===== config.mk =====
export PLATFORM = sky130hd
export DESIGN_NAME = leaf_out_arbiter
export DESIGN_NICKNAME = d
export VERILOG_FILES = /design/src/rtl/leaf_out_arbiter.sv
export SDC_FILE = /design/constraint.sdc
export NUM_CORES = 1
export LEC_CHECK = 0
export ABC_AREA = 1
export BUFFER_PORTS_ARGS = -buffer_cell sky130_fd_sc_hd__buf_2
export CORE_UTILIZATION = 49
export CTS_CLUSTER_DIAMETER = 30
export DETAILED_ROUTE_END_ITERATION = 8
export GPL_TIMING_DRIVEN = 0
export PLACE_DENSITY = 0.77
export SYNTH_ARGS = -nofsm -noshare
export SYNTH_HDL_FRONTEND = slang
export SYNTH_SLANG_ARGS = --single-unit

===== constraint.sdc =====
create_clock -name clk -period 2.9 [get_ports clk]
set_input_delay 0.58 -clock clk [delete_from_list [all_inputs] [get_ports clk]]
set_output_delay 0.58 -clock clk [all_outputs]
set_load 0.05 [all_outputs]

===== src/rtl/leaf_out_arbiter.sv =====
// Round-robin scheduler that shares the leaf-to-BFT packet channel among the user
// output streams, gating each port on destination credits and stamping leaf/port/address.
module leaf_out_arbiter #(
  parameter int PACKET_BITS           = 49,
  parameter int PAYLOAD_BITS          = 32,
  parameter int NUM_LEAF_BITS         = 5,
  parameter int NUM_PORT_BITS         = 4,
  parameter int NUM_BRAM_ADDR_BITS    = 7,
  parameter int NUM_OUT_PORTS         = 2,
  parameter int FREESPACE_UPDATE_SIZE = 64
) (
  input  logic                                  clk,
  input  logic                                  reset,
  input  logic [NUM_OUT_PORTS*PAYLOAD_BITS-1:0] din_leaf_user2interface,
  input  logic [NUM_OUT_PORTS-1:0]              vld_user2interface,
  output logic [NUM_OUT_PORTS-1:0]              ack_interface2user,
  output logic [PACKET_BITS-1:0]                dout_leaf_interface2bft,
  input  logic                                  bft_rdy,
  input  logic                                  resend,
  input  logic                                  cfg_vld,
  input  logic [NUM_PORT_BITS-1:0]              cfg_port,
  input  logic [NUM_LEAF_BITS-1:0]              cfg_leaf,
  input  logic [NUM_PORT_BITS-1:0]              cfg_dport,
  input  logic                                  upd_vld,
  input  logic [NUM_PORT_BITS-1:0]              upd_port
);

  localparam int CW = NUM_BRAM_ADDR_BITS + 1;
  localparam logic [CW-1:0] CREDIT_MAX = CW'(1 << NUM_BRAM_ADDR_BITS);
  localparam logic [CW:0] CREDIT_UPD = (CW+1)'(FREESPACE_UPDATE_SIZE);
  localparam logic [NUM_PORT_BITS-1:0] PTR_INIT = NUM_PORT_BITS'(NUM_OUT_PORTS - 1);

  logic                          en_q     [NUM_OUT_PORTS];
  logic                          en_d     [NUM_OUT_PORTS];
  logic [NUM_LEAF_BITS-1:0]      leaf_q   [NUM_OUT_PORTS];
  logic [NUM_LEAF_BITS-1:0]      leaf_d   [NUM_OUT_PORTS];
  logic [NUM_PORT_BITS-1:0]      dport_q  [NUM_OUT_PORTS];
  logic [NUM_PORT_BITS-1:0]      dport_d  [NUM_OUT_PORTS];
  logic [CW-1:0]                 credit_q [NUM_OUT_PORTS];
  logic [CW-1:0]                 credit_d [NUM_OUT_PORTS];
  logic [NUM_BRAM_ADDR_BITS-1:0] addr_q   [NUM_OUT_PORTS];
  logic [NUM_BRAM_ADDR_BITS-1:0] addr_d   [NUM_OUT_PORTS];
  logic [NUM_PORT_BITS-1:0]      ptr_q, ptr_d;
  logic [PACKET_BITS-1:0]        pkt_q, pkt_d;

  logic [NUM_OUT_PORTS-1:0] elig_s;
  logic [NUM_OUT_PORTS-1:0] gnt_s;
  logic                     grant_ok_s;
  logic                     grant_s;
  logic                     hi_found_s;
  logic                     lo_found_s;
  logic [NUM_PORT_BITS-1:0] hi_win_s;
  logic [NUM_PORT_BITS-1:0] lo_win_s;
  logic [NUM_PORT_BITS-1:0] win_s;
  logic [PACKET_BITS-1:0]   sel_pkt_s;

  // Round-robin pick: ports above ptr take precedence, then wrap to ports at or below it.
  always_comb begin
    elig_s     = '0;
    hi_found_s = 1'b0;
    lo_found_s = 1'b0;
    hi_win_s   = '0;
    lo_win_s   = '0;
    for (int i = 0; i < NUM_OUT_PORTS; i++) begin
      elig_s[i]  = en_q[i] & vld_user2interface[i] & (credit_q[i] != '0);
      hi_win_s   = (elig_s[i] && !hi_found_s && (i > int'(ptr_q))) ? NUM_PORT_BITS'(i) : hi_win_s;
      hi_found_s = hi_found_s | (elig_s[i] & (i > int'(ptr_q)));
      lo_win_s   = (elig_s[i] && !lo_found_s && (i <= int'(ptr_q))) ? NUM_PORT_BITS'(i) : lo_win_s;
      lo_found_s = lo_found_s | (elig_s[i] & (i <= int'(ptr_q)));
    end
    grant_ok_s = reset & ~resend & (~pkt_q[PACKET_BITS-1] | bft_rdy);
    grant_s    = grant_ok_s & (hi_found_s | lo_found_s);
    win_s      = hi_found_s ? hi_win_s : lo_win_s;
    gnt_s      = '0;
    sel_pkt_s  = '0;
    for (int i = 0; i < NUM_OUT_PORTS; i++) begin
      gnt_s[i]  = grant_s & (win_s == NUM_PORT_BITS'(i));
      sel_pkt_s = gnt_s[i] ? {1'b1, leaf_q[i], dport_q[i], addr_q[i],
                              din_leaf_user2interface[i*PAYLOAD_BITS +: PAYLOAD_BITS]}
                           : sel_pkt_s;
    end
  end

  // Next-state for the output register, pointer and per-port configuration/credit state.
  always_comb begin
    logic [CW:0] credit_sum_v;
    logic        cfg_hit_v;
    logic        upd_hit_v;
    ptr_d = grant_s ? win_s : ptr_q;
    if (resend) begin
      pkt_d = pkt_q;
    end else if (grant_s) begin
      pkt_d = sel_pkt_s;
    end else if (bft_rdy) begin
      pkt_d = '0;
    end else begin
      pkt_d = pkt_q;
    end
    for (int i = 0; i < NUM_OUT_PORTS; i++) begin
      cfg_hit_v    = cfg_vld & (cfg_port == NUM_PORT_BITS'(i));
      upd_hit_v    = upd_vld & (upd_port == NUM_PORT_BITS'(i));
      credit_sum_v = {1'b0, credit_q[i]} + (upd_hit_v ? CREDIT_UPD : (CW+1)'(0))
                     - (CW+1)'(gnt_s[i]);
      if (cfg_hit_v) begin
        en_d[i]     = 1'b1;
        leaf_d[i]   = cfg_leaf;
        dport_d[i]  = cfg_dport;
        credit_d[i] = CREDIT_MAX;
        addr_d[i]   = '0;
      end else begin
        en_d[i]     = en_q[i];
        leaf_d[i]   = leaf_q[i];
        dport_d[i]  = dport_q[i];
        credit_d[i] = (credit_sum_v > {1'b0, CREDIT_MAX}) ? CREDIT_MAX : credit_sum_v[CW-1:0];
        addr_d[i]   = addr_q[i] + NUM_BRAM_ADDR_BITS'(gnt_s[i]);
      end
    end
  end

  // State registers with synchronous active-low reset; a held packet is dropped.
  always_ff @(posedge clk) begin
    if (!reset) begin
      ptr_q <= PTR_INIT;
      pkt_q <= '0;
      for (int i = 0; i < NUM_OUT_PORTS; i++) begin
        en_q[i]     <= 1'b0;
        leaf_q[i]   <= '0;
        dport_q[i]  <= '0;
        credit_q[i] <= CREDIT_MAX;
        addr_q[i]   <= '0;
      end
    end else begin
      ptr_q    <= ptr_d;
      pkt_q    <= pkt_d;
      en_q     <= en_d;
      leaf_q   <= leaf_d;
      dport_q  <= dport_d;
      credit_q <= credit_d;
      addr_q   <= addr_d;
    end
  end

  assign ack_interface2user      = gnt_s;
  assign dout_leaf_interface2bft = resend ? '0 : pkt_q;

endmodule


==> results of run 1 <==
-- cells in the final DEF (no fill, tap or decap), types with 10 or more instances in the layout --
cell / Yosys / routed
buf_2: 11 / 147
inv_1: 141 / 130
nor2_1: 136 / 130
nand2_1: 119 / 112
dfxtp_1: 100 / 93
a21oi_1: 79 / 79
o21ai_0: 66 / 66
nand4_1: 51 / 51
clkbuf_1: 23 / 25
nand3_1: 28 / 22
ha_1: 26 / 18
buf_4: 2 / 14
inv_2: 4 / 12
buf_6: 10 / 10
-- routing by layer --
metal | global-route usage (%) | wire [um]
met5 | 0 | 0
met3 | 4.22 | 864
met1 | 32.8 | 6650
met2 | 41.0 | 6870
met4 | 7.53 | 227
-- power breakdown --
group,internal (mW),total [mW],switching (mW)
clock network,0.588,1.12,0.530
registers,1.45,1.48,0.0360
logic,0.424,1.21,0.786
total,2.46,3.81,1.35
-- through the flow --
step / hold WS, ns / TNS (ns) / util (%) / area, sq um / power (mW)
2_1_floorplan: 0.422 / -0.0983 / - / 5590 / 2.28
3_3_place_gp: 0.433 / -3.38 / 59.0 / 6460 / 2.52
3_5_place_dp: 0.436 / -3.54 / 59.0 / 6460 / 2.53
4_1_cts: 0.447 / -0.00518 / 62.3 / 6810 / 3.73
5_1_grt: 0.455 / -1.77 / 64.0 / 7000 / 4.02
6_report: 0.447 / 0 / 64.0 / 7000 / 3.81
-- worst max-delay path, cell delays in order (launching register included) --
cell and delay (ns):
dfxtp_2 0.36, inv_2 0.06, ha_4 0.15, inv_2 0.04
nor2_2 0.04, nand3_2 0.12, nand2_2 0.07, nand2_2 0.09
nand2_4 0.08, buf_12 0.13, nor2_4 0.12, ha_4 0.14
inv_2 0.04, ha_4 0.15, fa_2 0.41, inv_2 0.08
nand3_2 0.07, nor2_2 0.08, nand3_1 0.08, nor2_1 0.11
nand2_1 0.08, nand2_2 0.08, nand3_4 0.10, nor2_1 0.13
-- cell usage after synthesis, drive strengths merged --
cell type | n | area, sq um
nand2 | 121 | 464
nor3 | 6 | 30.0
fa | 2 | 40.0
ha | 26 | 325
a21oi | 79 | 395
inv | 145 | 544
nor2 | 138 | 537
nand3b | 2 | 15.0
and2 | 2 | 12.5
nand4 | 51 | 319
xor2 | 4 | 35.0
nand3 | 29 | 150
dfxtp | 100 | 2000
or2 | 2 | 12.5
o211ai | 2 | 15.0
o21ai | 71 | 359
a21o | 2 | 15.0
clkbuf | 23 | 86.3
buf | 24 | 186
-- sequential cells by signal, summed over array words and instances, names as in the netlist --
signal	cells
en_q	2
pkt_q	49
credit_q	16
addr_q	14
ptr_q	1
dport_q	8
leaf_q	10
-- area by class of cell --
cell class / count / area, sq um / area share (%)
clock buffers: 11 / 233 / 3.32
inverters: 145 / 552 / 7.88
multi-input cells: 537 / 2920 / 41.6
flip-flops and latches: 100 / 2010 / 28.7
clock inverters: 5 / 36.3 / 0.518
repair buffers: 151 / 801 / 11.4
well taps: 140 / 175 / 2.50
plain buffers: 46 / 278 / 3.97
-- cells by family after synthesis --
logic type,Yosys count
DFF,100
adders and majority gates,28
AOI/OAI and AO/OA,154
and+or+nand+nor,351
buffers and inverters,192
xor gates and xnor gates,4
-- path summary, 6_finish.rpt --
path                       to          from  cells past startpoint  slack [ns]
setup / recovery  credit_q[2]  credit_q[10]                     23       0.006
hold / removal     dport_q[4]    dport_q[4]                      2        0.45
setup reg to reg  credit_q[2]  credit_q[10]                     23       0.006
hold reg to reg    dport_q[4]    dport_q[4]                      2        0.45
-- repair_timing --
action	CTS	global route
resized for setup	16	38
hold buffers	0	0
endpoints found under the setup margin	14	16
pin swaps	7	26
gates cloned	0	0
setup buffers	6	7
==> results_dict.tcl, run 1 <==
set metrics [dict create \
    cts_htree_levels 3 \
    cts-root-buf "clkbuf_16" \
    critical_path_class "flop to flop" \
    slew_viol_final 0 \
    syn_area_sq_um 5540 \
    clk_pin_slew_ns 0.07 \
    endpoint_kind "flop" \
    routedWlPerCell_um 12.9 \
    synth_top_family_by_area "simple AND/OR/NAND/NOR gates" \
    ys_warn_count 0 \
    synth_compound_area_share_pct 14.2 \
    grt_use_total_pct 24.7 \
    start_util_pct 50.7 \
    start_kind "flop" \
    drtPass1Iterations 5 \
    worstPathMaxFanout 6 \
    status "finished clean" \
    clock_sinks 100 \
    slew_headroom_pct 62.6 \
    setup_viol 0 \
    synthSimpleGateAreaFrac_pct 27.8 \
    fin_skew_ns 0.0101 \
    ys_seq_elements 100 \
    std_cell_rows 38 \
    hpwl_um 10500 \
    ant_nets 0 \
    syn_nets 946 \
    setup_ws_ns 0.00597 \
    die_area_sq_um 11700 \
    io-pin-count 140 \
    preCtsSetupSlack_ns -0.410 \
    routed_wl_um 14600 \
    ys_seq_area_share_pct 36.1 \
    pwr_density_cell_nw_per_um2 544 \
    clk_path_buf_depth 2 \
    grt_pass1_wl_um 23000 \
    drc 0 \
    min_path_type "flop to flop" \
    synth_cells 829 \
    io_buffer_count 138 \
    place_congestion 0.847 \
    drt_iter0_drc 443 \
    tightest_slew_ns 0.562 \
    synth-xor-area-share_pct 0.632 \
    synth_adder_area_share_pct 6.59 \
    cts_tree "done" \
    viasPerCell 5.07 \
    fin_crit_ns 2.89 \
    grt_pass1_vias 5088 \
    core_area_sq_um 10900 \
    ys_types 30 \
    cts_inserted_buffers 9 \
    dieWidth_um 108 \
    drive_gt1_share_pct 24.6 \
    fmax_ghz 0.346 \
    p_leak_nw 3.33 \
    cp.arrival_ns 3.16 \
    maxCapViolCount 0 \
    final_nets 1107 \
    vdd_ir_drop_max_mv 0.314 \
    syn_to_final_growth_pct 26.3 \
    cp_data_required_time_ns 3.17 \
    grt_max_degree 17 \
    via_count 5759 \
    post-route-period-util_pct 99.8 \
    grt_remaining_overflow 0 \
    syn-mean-instance-area_sq_um 6.69 \
    antenna_found_initial 0 \
    n_antenna_cell 0 \
    stdcell_count 1135 \
    fillers 1004 \
    synthMuxAreaShare_pct 0 \
    dpl.cell_count 1107 \
    clk-insertion-delay-late_ns 0.34 \
    finalHoldViolCount 0 \
    rsz0062_at_grt "yes" \
    die_h_um 108 \
]
Note: power is estimated with default switching activity, not from simulation.
==> inputs of run 2 (changes only) <==
--- a/config.mk
+++ b/config.mk
@@ -7,11 +7,11 @@
 export LEC_CHECK = 0
 export ABC_AREA = 1
 export BUFFER_PORTS_ARGS = -buffer_cell sky130_fd_sc_hd__buf_2
-export CORE_UTILIZATION = 49
+export CORE_MARGIN = 10
+export CORE_UTILIZATION = 35
 export CTS_CLUSTER_DIAMETER = 30
 export DETAILED_ROUTE_END_ITERATION = 8
 export GPL_TIMING_DRIVEN = 0
-export PLACE_DENSITY = 0.77
 export SYNTH_ARGS = -nofsm -noshare
 export SYNTH_HDL_FRONTEND = slang
 export SYNTH_SLANG_ARGS = --single-unit
==> run 2 against run 1 <==
- die area rose by 81%
- design area grew 3.3%
- via count fell by 0.75%
- final cell count grew 7.3%
- sequential share of layout area fell by 0.89 points
- register-to-register slack better by 0.07 ns
- total power is 3.5% higher
- critical path depth decreased by 2
- global-route usage is 9.6 points lower
- largest cell class unchanged
- combinational power is 3% higher
- largest power group unchanged
- critical path type unchanged
==> results_dict.tcl, run 2 (same netlist as run 1, synthesis figures left out) <==
set metrics [dict create \
    cts-root-buf "clkbuf_16" \
    setup_ws_ns 0.0791 \
    holdPathStages 2 \
    setup_viol 0 \
    reg2regPathDepth 21 \
    endpoint_kind "flop" \
    vdd_ir_drop_max_mv 0.387 \
    preCtsSetupSlack_ns -0.449 \
    rsz0062_at_grt "yes" \
    critical_path.cell_chain "inv_2 > ha_4 > inv_2 > nor2_4 > nand3_4 > nand3_2 > nand2_4 > nor2_4 > ha_2 > inv_1 > ha_2 > fa_2 > inv_1 > nand3_1 > nor2_1 > nand3_1 > nor2_2 > nand2_1 > nand2_2 > nand3_4 > nor2_1" \
    hpwl_um 12500 \
    tightest_slew_ns 0.529 \
    place_congestion 0.813 \
    post-route-period-util_pct 97.3 \
    clk-insertion-delay-late_ns 0.35 \
    min_to "dport_q[4]" \
    io-pin-count 140 \
    core_area_sq_um 15400 \
    fillers 1609 \
    min_path_type "flop to flop" \
    r2r_end "credit_q[1]" \
    drc 0 \
    grt_max_degree 16 \
    via_count 5716 \
    drt_iter0_drc 240 \
    ant_nets 0 \
    final_nets 1120 \
    maxCapViolCount 0 \
    die_area_sq_um 21300 \
    status "finished clean" \
    finalHoldViolCount 0 \
    max_stage_delay_ns 0.42 \
    pwr_density_cell_nw_per_um2 546 \
    grt_remaining_overflow 0 \
    cts_htree_levels 3 \
    clk_path_buf_depth 2 \
    regArea_sq_um 2010 \
    slew_viol_final 0 \
    cts_inserted_buffers 9 \
    routed_wl_um 16900 \
    final_core_util_pct 47.0 \
    syn_to_final_growth_pct 30.4 \
    r2r_start "credit_q[13]" \
    slew_headroom_pct 64.8 \
    worstPathMaxFanout 6 \
    ctsHoldBuffers 0 \
    die_h_um 146 \
    routedWlPerCell_um 13.9 \
    antenna_found_initial 0 \
    drive_gt1_share_pct 26.2 \
    clock_sinks 100 \
    viasPerCell 4.69 \
    r2r_slack_ns 0.08 \
    n_antenna_cell 0 \
    largest_register_ff_count 49 \
    std_cell_rows 45 \
    grt_pass1_wl_um 26700 \
    dieWidth_um 146 \
    p_total_mw 3.94 \
    fin_skew_ns 0.00734 \
    start_util_pct 36.1 \
    min_from "dport_q[4]" \
    largest-register "pkt_q" \
    reg.largest.list "pkt_q x49, credit_q x16, addr_q x14" \
    critical_path_class "flop to flop" \
    multi_input_area_sq_um 2950 \
    fmax_ghz 0.354 \
    clk_pin_slew_ns 0.07 \
    layout_common_cells "buf_2 (147), inv_1 (129), nor2_1 (126)" \
    cp.arrival_ns 3.11 \
    drtPass1Iterations 4 \
    p_leak_nw 3.38 \
    io_buffer_count 138 \
    start_kind "flop" \
    grt_pass1_vias 5411 \
    layout_commonest_cell "buf_2" \
    cp_data_required_time_ns 3.19 \
    worst_path_max_delay_cell "fa_2" \
    grt_use_total_pct 15.1 \
    cts_tree "done" \
    fin_crit_ns 2.82 \
]
run 2: final cells by class:
class / count / share of cell area, %
buffer: 46 / 3.84
clock buffer: 11 / 3.36
clock inverter: 4 / 0.692
inverter: 145 / 7.60
multi-input combinational: 537 / 40.8
sequential: 100 / 27.8
tap: 211 / 3.65
timing repair buffer: 164 / 12.3
run 2: worst max-delay path by stage:
stage	from	end	depth (start not counted)	slack, ns
2_1_floorplan	resend	credit_q[0]	19	-0.02
3_3_place_gp	vld_user2interface[1]	credit_q[9]	22	-0.41
3_5_place_dp	vld_user2interface[1]	credit_q[8]	22	-0.45
4_1_cts	credit_q[4]	credit_q[10]	23	0.007
5_1_grt	credit_q[11]	credit_q[10]	22	-0.11
6_report	credit_q[13]	credit_q[1]	21	0.08
run 2: worst max-delay path, delay by kind of cell, from the launching register on:
kind                       cells  cell delay, ns
buffers and inverters          4            0.23
DFF                            1            0.33
and+or+nand+nor               13            1.30
adders and majority gates      4            0.90
run 2: repair_timing:
item / in CTS / in global routing
pin swaps: 18 / 24
setup buffers: 14 / 12
endpoints found under the setup margin: 16 / 16
resized for setup: 28 / 36
run 2: routing by layer:
layer / GRT usage [%] / wire length (um) / vias up
li1: - / - / 2990
met1: 19.0 / 7900 / 2595
met2: 25.1 / 8020 / 118
met3: 4.13 / 776 / 13
met4: 3.39 / 176 / 0
met5: 0 / 0 / -
run 2: report_power, final:
group	internal (mW)	switching (mW)	total [mW]
clock	0.687	0.521	1.21
combinational	0.460	0.792	1.25
sequential	1.45	0.0389	1.49
total	2.59	1.35	3.94
run 2: through the flow:
stage | instances | area (sq um) | hold slack (ns) | TNS (ns)
after floorplan | 829 | 5590 | 0.422 | -0.0983
after global routing | 1218 | 7230 | 0.448 | -1.07
after detailed placement | 1178 | 6550 | 0.436 | -4.10
after global placement | 1178 | 6550 | 0.434 | -3.76
final | 1218 | 7230 | 0.445 | 0
after CTS | 1206 | 7010 | 0.447 | 0
